**src/rtl/tile_grid_renderer_pkg.sv**
```systemverilog
// Shared types and constant tables for the tile grid renderer:
// digit codes, FSM states, controller opcodes, font ROM and 2^e in BCD.
package tile_grid_pkg;

  // Digit code: 0-9 are decimal digits, plus blank and overflow glyphs.
  typedef logic [3:0] digit_t;
  localparam digit_t DIG_BLANK = 4'd10;
  localparam digit_t DIG_OVF   = 4'd11;

  typedef enum logic [2:0] {
    IDLE     = 3'd0,
    CLR_CMD  = 3'd1,
    CLR_DATA = 3'd2,
    ROW_CMD  = 3'd3,
    ROW_DATA = 3'd4
  } state_t;

  // Controller opcodes: set page (OR in page number), column low/high nibble.
  localparam logic [7:0] CMD_PAGE   = 8'hB0;
  localparam logic [7:0] CMD_COL_LO = 8'h00;
  localparam logic [7:0] CMD_COL_HI = 8'h10;

  // The BCD table covers exponents up to 31, i.e. EXP_W up to 5.
  localparam int MAX_EXP_W  = 5;
  localparam int BCD_DIGITS = 10;

  // 2^e as packed BCD, least significant decimal digit in bits [3:0].
  localparam logic [39:0] POW2_BCD [32] = '{
    40'h0000000001, 40'h0000000002, 40'h0000000004, 40'h0000000008,
    40'h0000000016, 40'h0000000032, 40'h0000000064, 40'h0000000128,
    40'h0000000256, 40'h0000000512, 40'h0000001024, 40'h0000002048,
    40'h0000004096, 40'h0000008192, 40'h0000016384, 40'h0000032768,
    40'h0000065536, 40'h0000131072, 40'h0000262144, 40'h0000524288,
    40'h0001048576, 40'h0002097152, 40'h0004194304, 40'h0008388608,
    40'h0016777216, 40'h0033554432, 40'h0067108864, 40'h0134217728,
    40'h0268435456, 40'h0536870912, 40'h1073741824, 40'h2147483648
  };

  // Font ROM [code][column]; codes 12-15 never occur and render blank.
  localparam logic [7:0] FONT_ROM [16][3] = '{
    '{8'h7C, 8'h44, 8'h7C}, '{8'h00, 8'h00, 8'h7C},
    '{8'h74, 8'h54, 8'h5C}, '{8'h54, 8'h54, 8'h7C},
    '{8'h1C, 8'h10, 8'h7C}, '{8'h5C, 8'h54, 8'h74},
    '{8'h7C, 8'h54, 8'h74}, '{8'h04, 8'h04, 8'h7C},
    '{8'h7C, 8'h54, 8'h7C}, '{8'h5C, 8'h54, 8'h7C},
    '{8'h00, 8'h00, 8'h00}, '{8'h10, 8'h10, 8'h10},
    '{8'h00, 8'h00, 8'h00}, '{8'h00, 8'h00, 8'h00},
    '{8'h00, 8'h00, 8'h00}, '{8'h00, 8'h00, 8'h00}
  };

  // Font column lookup; column 3 is the inter-glyph spacer.
  function automatic logic [7:0] glyph_col(input digit_t code, input logic [1:0] col);
    logic [7:0] v;
    v = 8'h00;
    if (col != 2'd3) v = FONT_ROM[code][col];
    return v;
  endfunction

endpackage

```
**src/rtl/tile_grid_renderer_if.sv**
```systemverilog
// Byte stream from the renderer to the serial OLED controller.
// Valid/ready: a byte transfers on the CLK edge where CMD_VALID && CMD_READY;
// while CMD_VALID && !CMD_READY the master holds CMD_DATA/CMD_IS_DATA/CMD_LAST
// stable and never drops CMD_VALID (reset excepted).
interface tile_grid_renderer_if;
  logic [7:0] CMD_DATA;
  logic       CMD_IS_DATA;
  logic       CMD_LAST;
  logic       CMD_VALID;
  logic       CMD_READY;

  modport master (output CMD_DATA, output CMD_IS_DATA, output CMD_LAST,
                  output CMD_VALID, input CMD_READY);
  modport slave  (input CMD_DATA, input CMD_IS_DATA, input CMD_LAST,
                  input CMD_VALID, output CMD_READY);
endinterface

```
**src/rtl/tile_grid_renderer_digit_fmt.sv**
```systemverilog
// Registered exponent-to-digit-code formatter (one cycle latency).
// Output holds DIGITS codes, leftmost display position in the top nibble.
module tile_digit_fmt
  import tile_grid_pkg::*;
#(
  parameter int EXP_W  = 4,
  parameter int DIGITS = 4
) (
  input  logic                  clk,
  input  logic                  rst,
  input  logic [EXP_W-1:0]      i_exp,
  output logic [DIGITS*4-1:0]   o_digits
);

  logic [39:0]          w_bcd;
  logic [DIGITS*4-1:0]  w_digits;
  logic                 w_ovf;
  logic                 w_seen;
  logic [DIGITS*4-1:0]  r_digits;

  // Right-justify 2^e: blank leading zeros, whole field OVF if too wide.
  always_comb begin
    w_bcd    = POW2_BCD[5'(i_exp)];
    w_ovf    = 1'b0;
    w_seen   = 1'b0;
    w_digits = '0;
    for (int i = DIGITS; i < BCD_DIGITS; i++) begin
      if (w_bcd[i*4 +: 4] != 4'd0) w_ovf = 1'b1;
    end
    for (int i = DIGITS - 1; i >= 0; i--) begin
      if (w_bcd[i*4 +: 4] != 4'd0) w_seen = 1'b1;
      if (i_exp == '0)  w_digits[i*4 +: 4] = DIG_BLANK;
      else if (w_ovf)   w_digits[i*4 +: 4] = DIG_OVF;
      else if (w_seen)  w_digits[i*4 +: 4] = w_bcd[i*4 +: 4];
      else              w_digits[i*4 +: 4] = DIG_BLANK;
    end
  end

  // Output register.
  always_ff @(posedge clk or posedge rst) begin
    if (rst) r_digits <= '0;
    else     r_digits <= w_digits;
  end

  assign o_digits = r_digits;

endmodule

```
**src/rtl/tile_grid_renderer.sv**
```systemverilog
// Tile grid renderer: turns a snapshot of tile exponents into page/column
// command bytes and glyph column bytes for an SSD13xx-style controller.
// Also performs full-panel clears and queues one refresh while busy.
module tile_grid_renderer
  import tile_grid_pkg::*;
#(
  parameter int GRID_N  = 4,
  parameter int EXP_W   = 4,
  parameter int DIGITS  = 4,
  parameter int GLYPH_W = 4,
  parameter int PAGES   = 8,
  parameter int COLS    = 128
) (
  input  logic                            CLK,
  input  logic                            ASYNC_RST,
  input  logic [GRID_N*GRID_N*EXP_W-1:0]  TILES,
  input  logic                            REFRESH,
  input  logic                            CLEAR,
  output logic                            BUSY,
  tile_grid_renderer_if.master            cmd
);

  localparam int PG_W      = (PAGES > 1) ? $clog2(PAGES) : 1;
  localparam int RW_W      = (GRID_N > 1) ? $clog2(GRID_N) : 1;
  localparam int DG_W      = (DIGITS > 1) ? $clog2(DIGITS) : 1;
  localparam int GC_W      = $clog2(GLYPH_W);
  localparam int COL_W     = $clog2(COLS + 1);
  localparam int ROW_PITCH = PAGES / GRID_N;
  localparam int TW        = GRID_N * GRID_N * EXP_W;

  localparam logic [PG_W-1:0]  PG_LAST  = PG_W'(PAGES - 1);
  localparam logic [RW_W-1:0]  RW_LAST  = RW_W'(GRID_N - 1);
  localparam logic [DG_W-1:0]  DG_LAST  = DG_W'(DIGITS - 1);
  localparam logic [GC_W-1:0]  GC_LAST  = GC_W'(GLYPH_W - 1);
  localparam logic [COL_W-1:0] COL_LAST = COL_W'(COLS - 1);

  if (GRID_N * DIGITS * GLYPH_W > COLS) begin : g_bad_cols
    $error("tile_grid_renderer: GRID_N*DIGITS*GLYPH_W exceeds COLS");
  end
  if (GRID_N > PAGES) begin : g_bad_pages
    $error("tile_grid_renderer: GRID_N exceeds PAGES");
  end
  if (GLYPH_W < 4 || EXP_W > MAX_EXP_W || DIGITS > BCD_DIGITS) begin : g_bad_glyph
    $error("tile_grid_renderer: GLYPH_W < 4, EXP_W > 5 or DIGITS > 10");
  end

  state_t              r_state, w_state_nxt;
  logic [PG_W-1:0]     r_page, w_page_nxt;
  logic [RW_W-1:0]     r_row, w_row_nxt;
  logic [COL_W-1:0]    r_idx, w_idx_nxt;
  logic [RW_W-1:0]     r_tile, w_tile_nxt;
  logic [DG_W-1:0]     r_digit, w_digit_nxt;
  logic [GC_W-1:0]     r_gcol, w_gcol_nxt;
  logic                r_pending, w_pending_nxt;
  logic [TW-1:0]       r_snap;
  logic                w_snap_load;

  logic                r_valid, r_is_data, r_last;
  logic [7:0]          r_data;
  logic                w_load, w_is_data, w_last, w_emit, w_busy;
  logic [7:0]          w_byte, w_page_cmd, w_glyph;
  digit_t              w_code;
  logic [EXP_W-1:0]    w_exp;
  logic [DIGITS*4-1:0] w_digits;

  // Output register may be (re)loaded when empty or being accepted this edge.
  assign w_emit = !r_valid || cmd.CMD_READY;
  assign w_busy = (r_state != IDLE) || r_valid;

  // Page command byte and glyph column for the current position.
  always_comb begin
    if (r_state == CLR_CMD) w_page_cmd = CMD_PAGE | 8'(r_page);
    else                    w_page_cmd = CMD_PAGE | 8'(int'(r_row) * ROW_PITCH);
    w_code  = w_digits[(DIGITS - 1 - int'(r_digit))*4 +: 4];
    w_glyph = (int'(r_gcol) < 3) ? glyph_col(w_code, r_gcol[1:0]) : 8'h00;
  end

  // Next-state, counter and byte-load logic.
  always_comb begin
    w_state_nxt   = r_state;
    w_page_nxt    = r_page;
    w_row_nxt     = r_row;
    w_idx_nxt     = r_idx;
    w_tile_nxt    = r_tile;
    w_digit_nxt   = r_digit;
    w_gcol_nxt    = r_gcol;
    w_pending_nxt = r_pending;
    w_snap_load   = 1'b0;
    w_load        = 1'b0;
    w_byte        = 8'h00;
    w_is_data     = 1'b0;
    w_last        = 1'b0;
    if (REFRESH && w_busy) w_pending_nxt = 1'b1;
    case (r_state)
      IDLE: begin
        if (r_pending) begin
          w_pending_nxt = 1'b0;
          w_snap_load   = 1'b1;
          w_state_nxt   = ROW_CMD;
          w_row_nxt     = '0;
          w_idx_nxt     = '0;
        end else if (!r_valid) begin
          if (CLEAR) begin
            w_state_nxt   = CLR_CMD;
            w_page_nxt    = '0;
            w_idx_nxt     = '0;
            w_pending_nxt = REFRESH;
          end else if (REFRESH) begin
            w_snap_load = 1'b1;
            w_state_nxt = ROW_CMD;
            w_row_nxt   = '0;
            w_idx_nxt   = '0;
          end
        end
      end
      CLR_CMD, ROW_CMD: begin
        if (w_emit) begin
          w_load = 1'b1;
          if (r_idx == COL_W'(0))      w_byte = w_page_cmd;
          else if (r_idx == COL_W'(1)) w_byte = CMD_COL_LO;
          else                         w_byte = CMD_COL_HI;
          w_last = (r_idx == COL_W'(2));
          if (w_last) begin
            w_idx_nxt   = '0;
            w_tile_nxt  = '0;
            w_digit_nxt = '0;
            w_gcol_nxt  = '0;
            w_state_nxt = (r_state == CLR_CMD) ? CLR_DATA : ROW_DATA;
          end else begin
            w_idx_nxt = r_idx + COL_W'(1);
          end
        end
      end
      CLR_DATA: begin
        if (w_emit) begin
          w_load    = 1'b1;
          w_is_data = 1'b1;
          w_last    = (r_idx == COL_LAST);
          if (w_last) begin
            w_idx_nxt = '0;
            if (r_page == PG_LAST) begin
              w_state_nxt = IDLE;
            end else begin
              w_page_nxt  = r_page + PG_W'(1);
              w_state_nxt = CLR_CMD;
            end
          end else begin
            w_idx_nxt = r_idx + COL_W'(1);
          end
        end
      end
      ROW_DATA: begin
        if (w_emit) begin
          w_load    = 1'b1;
          w_is_data = 1'b1;
          w_byte    = w_glyph;
          w_last    = (r_tile == RW_LAST) && (r_digit == DG_LAST) && (r_gcol == GC_LAST);
          if (r_gcol == GC_LAST) begin
            w_gcol_nxt = '0;
            if (r_digit == DG_LAST) begin
              w_digit_nxt = '0;
              w_tile_nxt  = (r_tile == RW_LAST) ? '0 : r_tile + RW_W'(1);
            end else begin
              w_digit_nxt = r_digit + DG_W'(1);
            end
          end else begin
            w_gcol_nxt = r_gcol + GC_W'(1);
          end
          if (w_last) begin
            w_idx_nxt = '0;
            if (r_row == RW_LAST) begin
              w_state_nxt = IDLE;
            end else begin
              w_row_nxt   = r_row + RW_W'(1);
              w_state_nxt = ROW_CMD;
            end
          end
        end
      end
      default: w_state_nxt = IDLE;
    endcase
  end

  // Prefetch: the formatter sees the tile the counters will point at next
  // cycle, so its registered digits line up with r_row/r_tile.
  always_comb begin
    w_exp = r_snap[(GRID_N*GRID_N - 1 - (int'(w_row_nxt)*GRID_N + int'(w_tile_nxt)))*EXP_W +: EXP_W];
  end

  tile_digit_fmt #(
    .EXP_W  (EXP_W),
    .DIGITS (DIGITS)
  ) u_fmt (
    .clk      (CLK),
    .rst      (ASYNC_RST),
    .i_exp    (w_exp),
    .o_digits (w_digits)
  );

  // FSM state, counters, pending flag and tile snapshot.
  always_ff @(posedge CLK or posedge ASYNC_RST) begin
    if (ASYNC_RST) begin
      r_state   <= IDLE;
      r_page    <= '0;
      r_row     <= '0;
      r_idx     <= '0;
      r_tile    <= '0;
      r_digit   <= '0;
      r_gcol    <= '0;
      r_pending <= 1'b0;
      r_snap    <= '0;
    end else begin
      r_state   <= w_state_nxt;
      r_page    <= w_page_nxt;
      r_row     <= w_row_nxt;
      r_idx     <= w_idx_nxt;
      r_tile    <= w_tile_nxt;
      r_digit   <= w_digit_nxt;
      r_gcol    <= w_gcol_nxt;
      r_pending <= w_pending_nxt;
      if (w_snap_load) r_snap <= TILES;
    end
  end

  // Output byte register: load a new byte or retire the accepted one.
  always_ff @(posedge CLK or posedge ASYNC_RST) begin
    if (ASYNC_RST) begin
      r_valid   <= 1'b0;
      r_data    <= 8'h00;
      r_is_data <= 1'b0;
      r_last    <= 1'b0;
    end else if (w_load) begin
      r_valid   <= 1'b1;
      r_data    <= w_byte;
      r_is_data <= w_is_data;
      r_last    <= w_last;
    end else if (r_valid && cmd.CMD_READY) begin
      r_valid   <= 1'b0;
    end
  end

  assign cmd.CMD_VALID   = r_valid;
  assign cmd.CMD_DATA    = r_data;
  assign cmd.CMD_IS_DATA = r_is_data;
  assign cmd.CMD_LAST    = r_last;
  assign BUSY            = w_busy;

endmodule

```
**src/flat_wrapper.sv**
```systemverilog
// flat-port wrapper written by rule: the top's interface ports become plain ports
module tile_grid_renderer_flat import tile_grid_pkg::*;
#(
  parameter int GRID_N  = 4,
  parameter int EXP_W   = 4,
  parameter int DIGITS  = 4,
  parameter int GLYPH_W = 4,
  parameter int PAGES   = 8,
  parameter int COLS    = 128
)
  (CLK, ASYNC_RST, TILES, REFRESH, CLEAR, BUSY, cmd_CMD_DATA, cmd_CMD_IS_DATA, cmd_CMD_LAST, cmd_CMD_VALID, cmd_CMD_READY);
  tile_grid_renderer_if cmd_i ();
  input  logic CLK;
  input  logic ASYNC_RST;
  input  logic [GRID_N*GRID_N*EXP_W-1:0] TILES;
  input  logic REFRESH;
  input  logic CLEAR;
  output logic BUSY;
  output wire logic [$bits(cmd_i.CMD_DATA)-1:0] cmd_CMD_DATA;
  output wire logic [$bits(cmd_i.CMD_IS_DATA)-1:0] cmd_CMD_IS_DATA;
  output wire logic [$bits(cmd_i.CMD_LAST)-1:0] cmd_CMD_LAST;
  output wire logic [$bits(cmd_i.CMD_VALID)-1:0] cmd_CMD_VALID;
  input wire logic [$bits(cmd_i.CMD_READY)-1:0] cmd_CMD_READY;
  assign cmd_CMD_DATA = cmd_i.CMD_DATA;
  assign cmd_CMD_IS_DATA = cmd_i.CMD_IS_DATA;
  assign cmd_CMD_LAST = cmd_i.CMD_LAST;
  assign cmd_CMD_VALID = cmd_i.CMD_VALID;
  assign cmd_i.CMD_READY = cmd_CMD_READY;
  tile_grid_renderer #(.GRID_N(GRID_N), .EXP_W(EXP_W), .DIGITS(DIGITS), .GLYPH_W(GLYPH_W), .PAGES(PAGES), .COLS(COLS)) u_core (.CLK(CLK), .ASYNC_RST(ASYNC_RST), .TILES(TILES), .REFRESH(REFRESH), .CLEAR(CLEAR), .BUSY(BUSY), .cmd(cmd_i));
endmodule
```
**config.mk**
```make
export PLATFORM = sky130hd
export DESIGN_NAME = tile_grid_renderer_flat
export DESIGN_NICKNAME = d
export VERILOG_FILES = /design/src/rtl/tile_grid_renderer_pkg.sv /design/src/rtl/tile_grid_renderer_if.sv /design/src/rtl/tile_grid_renderer_digit_fmt.sv /design/src/rtl/tile_grid_renderer.sv /design/src/flat_wrapper.sv
export SDC_FILE = /design/constraint.sdc
export NUM_CORES = 1
export LEC_CHECK = 0
export BUFFER_PORTS_ARGS = -buffer_cell sky130_fd_sc_hd__buf_2
export CORE_MARGIN = 3
export CORE_UTILIZATION = 60
export CTS_BUF_LIST = sky130_fd_sc_hd__clkbuf_4
export DETAILED_ROUTE_END_ITERATION = 10
export HOLD_SLACK_MARGIN = 0.15
export PLACE_DENSITY = 0.82
export SLEW_MARGIN = 20
export SYNTH_ARGS = -nofsm -noshare
export SYNTH_HDL_FRONTEND = slang
export SYNTH_HIERARCHICAL = 1
export SYNTH_SLANG_ARGS = --single-unit
```
**constraint.sdc**
```tcl
create_clock -name CLK -period 4.1 [get_ports CLK]
set_input_delay 0.82 -clock CLK [delete_from_list [all_inputs] [get_ports CLK]]
set_output_delay 0.82 -clock CLK [all_outputs]
set_load 0.1 [all_outputs]
```
==> impl_metrics.yaml <==
drt:
  detail_route.wl_per_cell_um: 15.32
  met1_length_mm: 5.977
  vias: 5167
  first_pass_iters: 5
  vias_per_cell: 5.728
  top_layer_used: "met4"
  drt-initial-drc-count: 303
  met2_length_mm: 6.842
  wl_met3_um: 782
  routed_wl_mm: 13.82
  ant_nets: 0
  drc_errors: 0
timing:
  finalSetupTns_ps: 0
  tightest_slew_ps: 937.4
  relSlewSlack_pct: 37.41
  period_share_pct: 92.99
  rsz0062_at_grt: "no"
  finalHoldViolations: 0
  finalSetupViolCount: 0
  holdWs_ps: 369.0
  post-route-min-period_ps: 3813
  max_freq_mhz: 262.3
  maxSlewViolCount: 0
  finClkSkew_ps: 14.71
critical_path:
  startpoint_type: "register"
  critPathCaptureType: "register"
  crit_fanout: 15
  critPathKind: "reg -> reg"
  cp.arrival_ps: 4200
  required_ps: 4490
synthesis:
  ys_top_cells_by_count: "226 x nand2_1, 114 x dfrtp_1, 35 x o21ai_0"
  yosys-top-cells-area: "dfrtp_1 46%, nand2_1 14%, mux2i_1 5.4%"
  yosysWarnings: 6
  synth-async-reset-ratio_pct: 100.0
  yosysMostFrequentCell: "nand2_1"
  synth-edff-count: 0
  yosysTopAreaCell: "dfrtp_1"
  synth_nets: 769
  avgSynthCellArea_um2: 9.092
  syn-cell-area_mm2: 0.006165
  synth-seq-cells: 114
  yosys.cell_types.count: 76
  netlist_instances: 678
  yosysSeqAreaShare_pct: 46.28
  yosysTopAreaCellShare_pct: 46.28
  synthFlopType: "dfrtp_1"
placement:
  hpwlAfterDp_mm: 9.927
  place.gp.congestion: 0.9295
  io_buffers: 80
  placed_cell_area_mm2: 0.006663
cts:
  postCtsHoldBufs: 0
  root_buffer: "clkbuf_4"
  clkLatencyLatePin_ps: 510
  clk_pin_slew_ps: 100
  cts_num_sinks: 114
  ctsHtreeMaxLevel: 4
  clock_path_buffers: 2
  cts_buffers: 17
  cts_tree: "built"
die:
  fp.dieW_um: 107.4
  io_pins: 81
  start_util_pct: 62.49
  rows: 36
  die_area_mm2: 0.01153
  core_region_area_mm2: 0.009864
  die_h_um: 107.4
global_route:
  grt_pass1_vias: 5065
  grt_overflow: 0
  grt_pass1_wl_mm: 23.96
  grt_max_degree: 99
  track_usage_pct: 25.95
  antenna_found_initial: 0
worst_hold_path:
  hp-class: "in -> async"
cells_and_area:
  fillCellCount: 733
  drive_above_1_share_pct: 19.38
  final_nets: 847
  area_growth_pct: 13.52
  design_area_mm2: 0.006998
  fin_util_pct: 70.94
  antenna_cells: 0
flow_run:
  max-cap-violations: 0
outcome:
  status: "complete, no violations"
power_and_ir_drop:
  power_density_mw_per_mm2: 863.7
  p_leak_nw: 3.548
  irDropWorstVdd_mv: 0.4956
  power_w: 0.006044
==> per-layer routing <==
metal	GRT usage (%)	vias to the layer above
li1	-	2490
met1	34.53	2445
met2	42.40	211
met3	4.619	21
met4	10.37	0
met5	0	-
==> worst max-delay path, stage by stage, from the launching register on <==
cell	delay, ps
dfrtp_1	590
nor3b_4	450
nand3_2	160
a31o_4	290
nor2_8	160
buf_4	190
mux2i_1	100
a22oi_1	220
and4_1	380
inv_1	150
ha_1	320
nand2_1	160
o21ai_1	170
a311o_1	360
==> cells by family after synthesis <==
family                     count (synthesis)  synth area share [%]
adders and majority gates                 22                 4.465
muxes                                     40                 7.428
xor gates and xnor gates                   1                0.1421
DFF                                      114                 46.28
buffers and inverters                     53                 4.039
AOI/OAI and AO/OA                        125                 14.51
and+or+nand+nor                          323                 23.14
==> timing repair <==
item                                    CTS  global route
endpoints found under the setup margin    0             5
setup buffers                             0             0
gates resized for setup                   0             3
==> final cells by class <==
cell class	count	area (um2)	share of cell area [%]
Sequential cell	114	2854	40.78
Timing Repair Buffer	88	473.0	6.758
Inverter	24	96.34	1.377
Tap cell	133	166.4	2.378
Clock buffer	18	135.1	1.931
Multi-Input combinational cell	511	3080	44.02
Clock inverter	14	192.7	2.753
==> per-stage QoR <==
step                cells  setup WS (ps)
floorplan             678          308.1
global placement      870          294.3
detailed placement    870          197.3
CTS                   902          360.8
global route          902          43.98
finish                902          287.3
==> layout by cell type (no fill, tap or decap), types with 3 or more instances in the layout <==
cell / Yosys / routed
mux2i_1: 33 / 33
buf_2: 3 / 80
a21oi_1: 17 / 17
clkbuf_4: 0 / 18
and4_1: 6 / 6
buf_4: 1 / 7
and2_1: 5 / 5
bufinv_16: 0 / 5
ha_1: 22 / 22
nor2b_1: 3 / 3
nor3_1: 9 / 8
inv_2: 3 / 4
a211oi_1: 3 / 3
nand3_1: 11 / 11
nor2_1: 32 / 32
a21o_1: 4 / 4
o21ai_0: 35 / 35
clkinv_1: 0 / 4
a22o_1: 3 / 3
nand2b_1: 8 / 8
clkinv_2: 0 / 5
nand2_1: 226 / 226
dfrtp_1: 114 / 113
a22oi_1: 14 / 14
and3_1: 8 / 8
o21a_1: 5 / 5
a31oi_1: 3 / 3
mux4_2: 4 / 4
inv_1: 20 / 18
o31ai_1: 5 / 5
==> flip-flops by register name, indices dropped and copies added (netlist names) <==
| register | count |
|---|---|
| u_core/r_digit | 2 |
| u_core/r_gcol | 2 |
| u_core/r_state | 3 |
| u_core/r_page | 3 |
| u_core/cmd.CMD_VALID | 1 |
| u_core/r_pending | 1 |
| u_core/r_row | 2 |
| u_core/cmd.CMD_LAST | 1 |
| u_core/r_tile | 2 |
| u_core/r_idx | 8 |
| u_core/r_snap | 64 |
| u_core/u_fmt/o_digits | 16 |
| u_core/cmd.CMD_DATA | 8 |
| u_core/cmd.CMD_IS_DATA | 1 |
==> final timing paths <==
check	to	cells past startpoint	startpoint	slack (ps)
max	u_core/u_fmt/o_digits[3]	13	u_core/r_state[0]	290
max in group asynchronous	u_core/r_snap[23]	3	ASYNC_RST	3270
min	u_core/u_fmt/o_digits[3]	2	ASYNC_RST	370
max reg2reg	u_core/u_fmt/o_digits[3]	13	u_core/r_state[0]	290
min reg2reg	u_core/cmd.CMD_DATA[7]	2	u_core/cmd.CMD_DATA[7]	480
min in group CLK	u_core/cmd.CMD_DATA[7]	2	u_core/cmd.CMD_DATA[7]	480
==> power by group <==
| group | internal [W] | total (W) | switching [W] |
|---|---|---|---|
| combinational | 0.00111 | 0.00313 | 0.00202 |
| clock | 0.000540 | 0.000957 | 0.000417 |
| sequential | 0.00161 | 0.00195 | 0.000345 |
| total | 0.00326 | 0.00604 | 0.00279 |
Power figures use the tool's default switching activity.
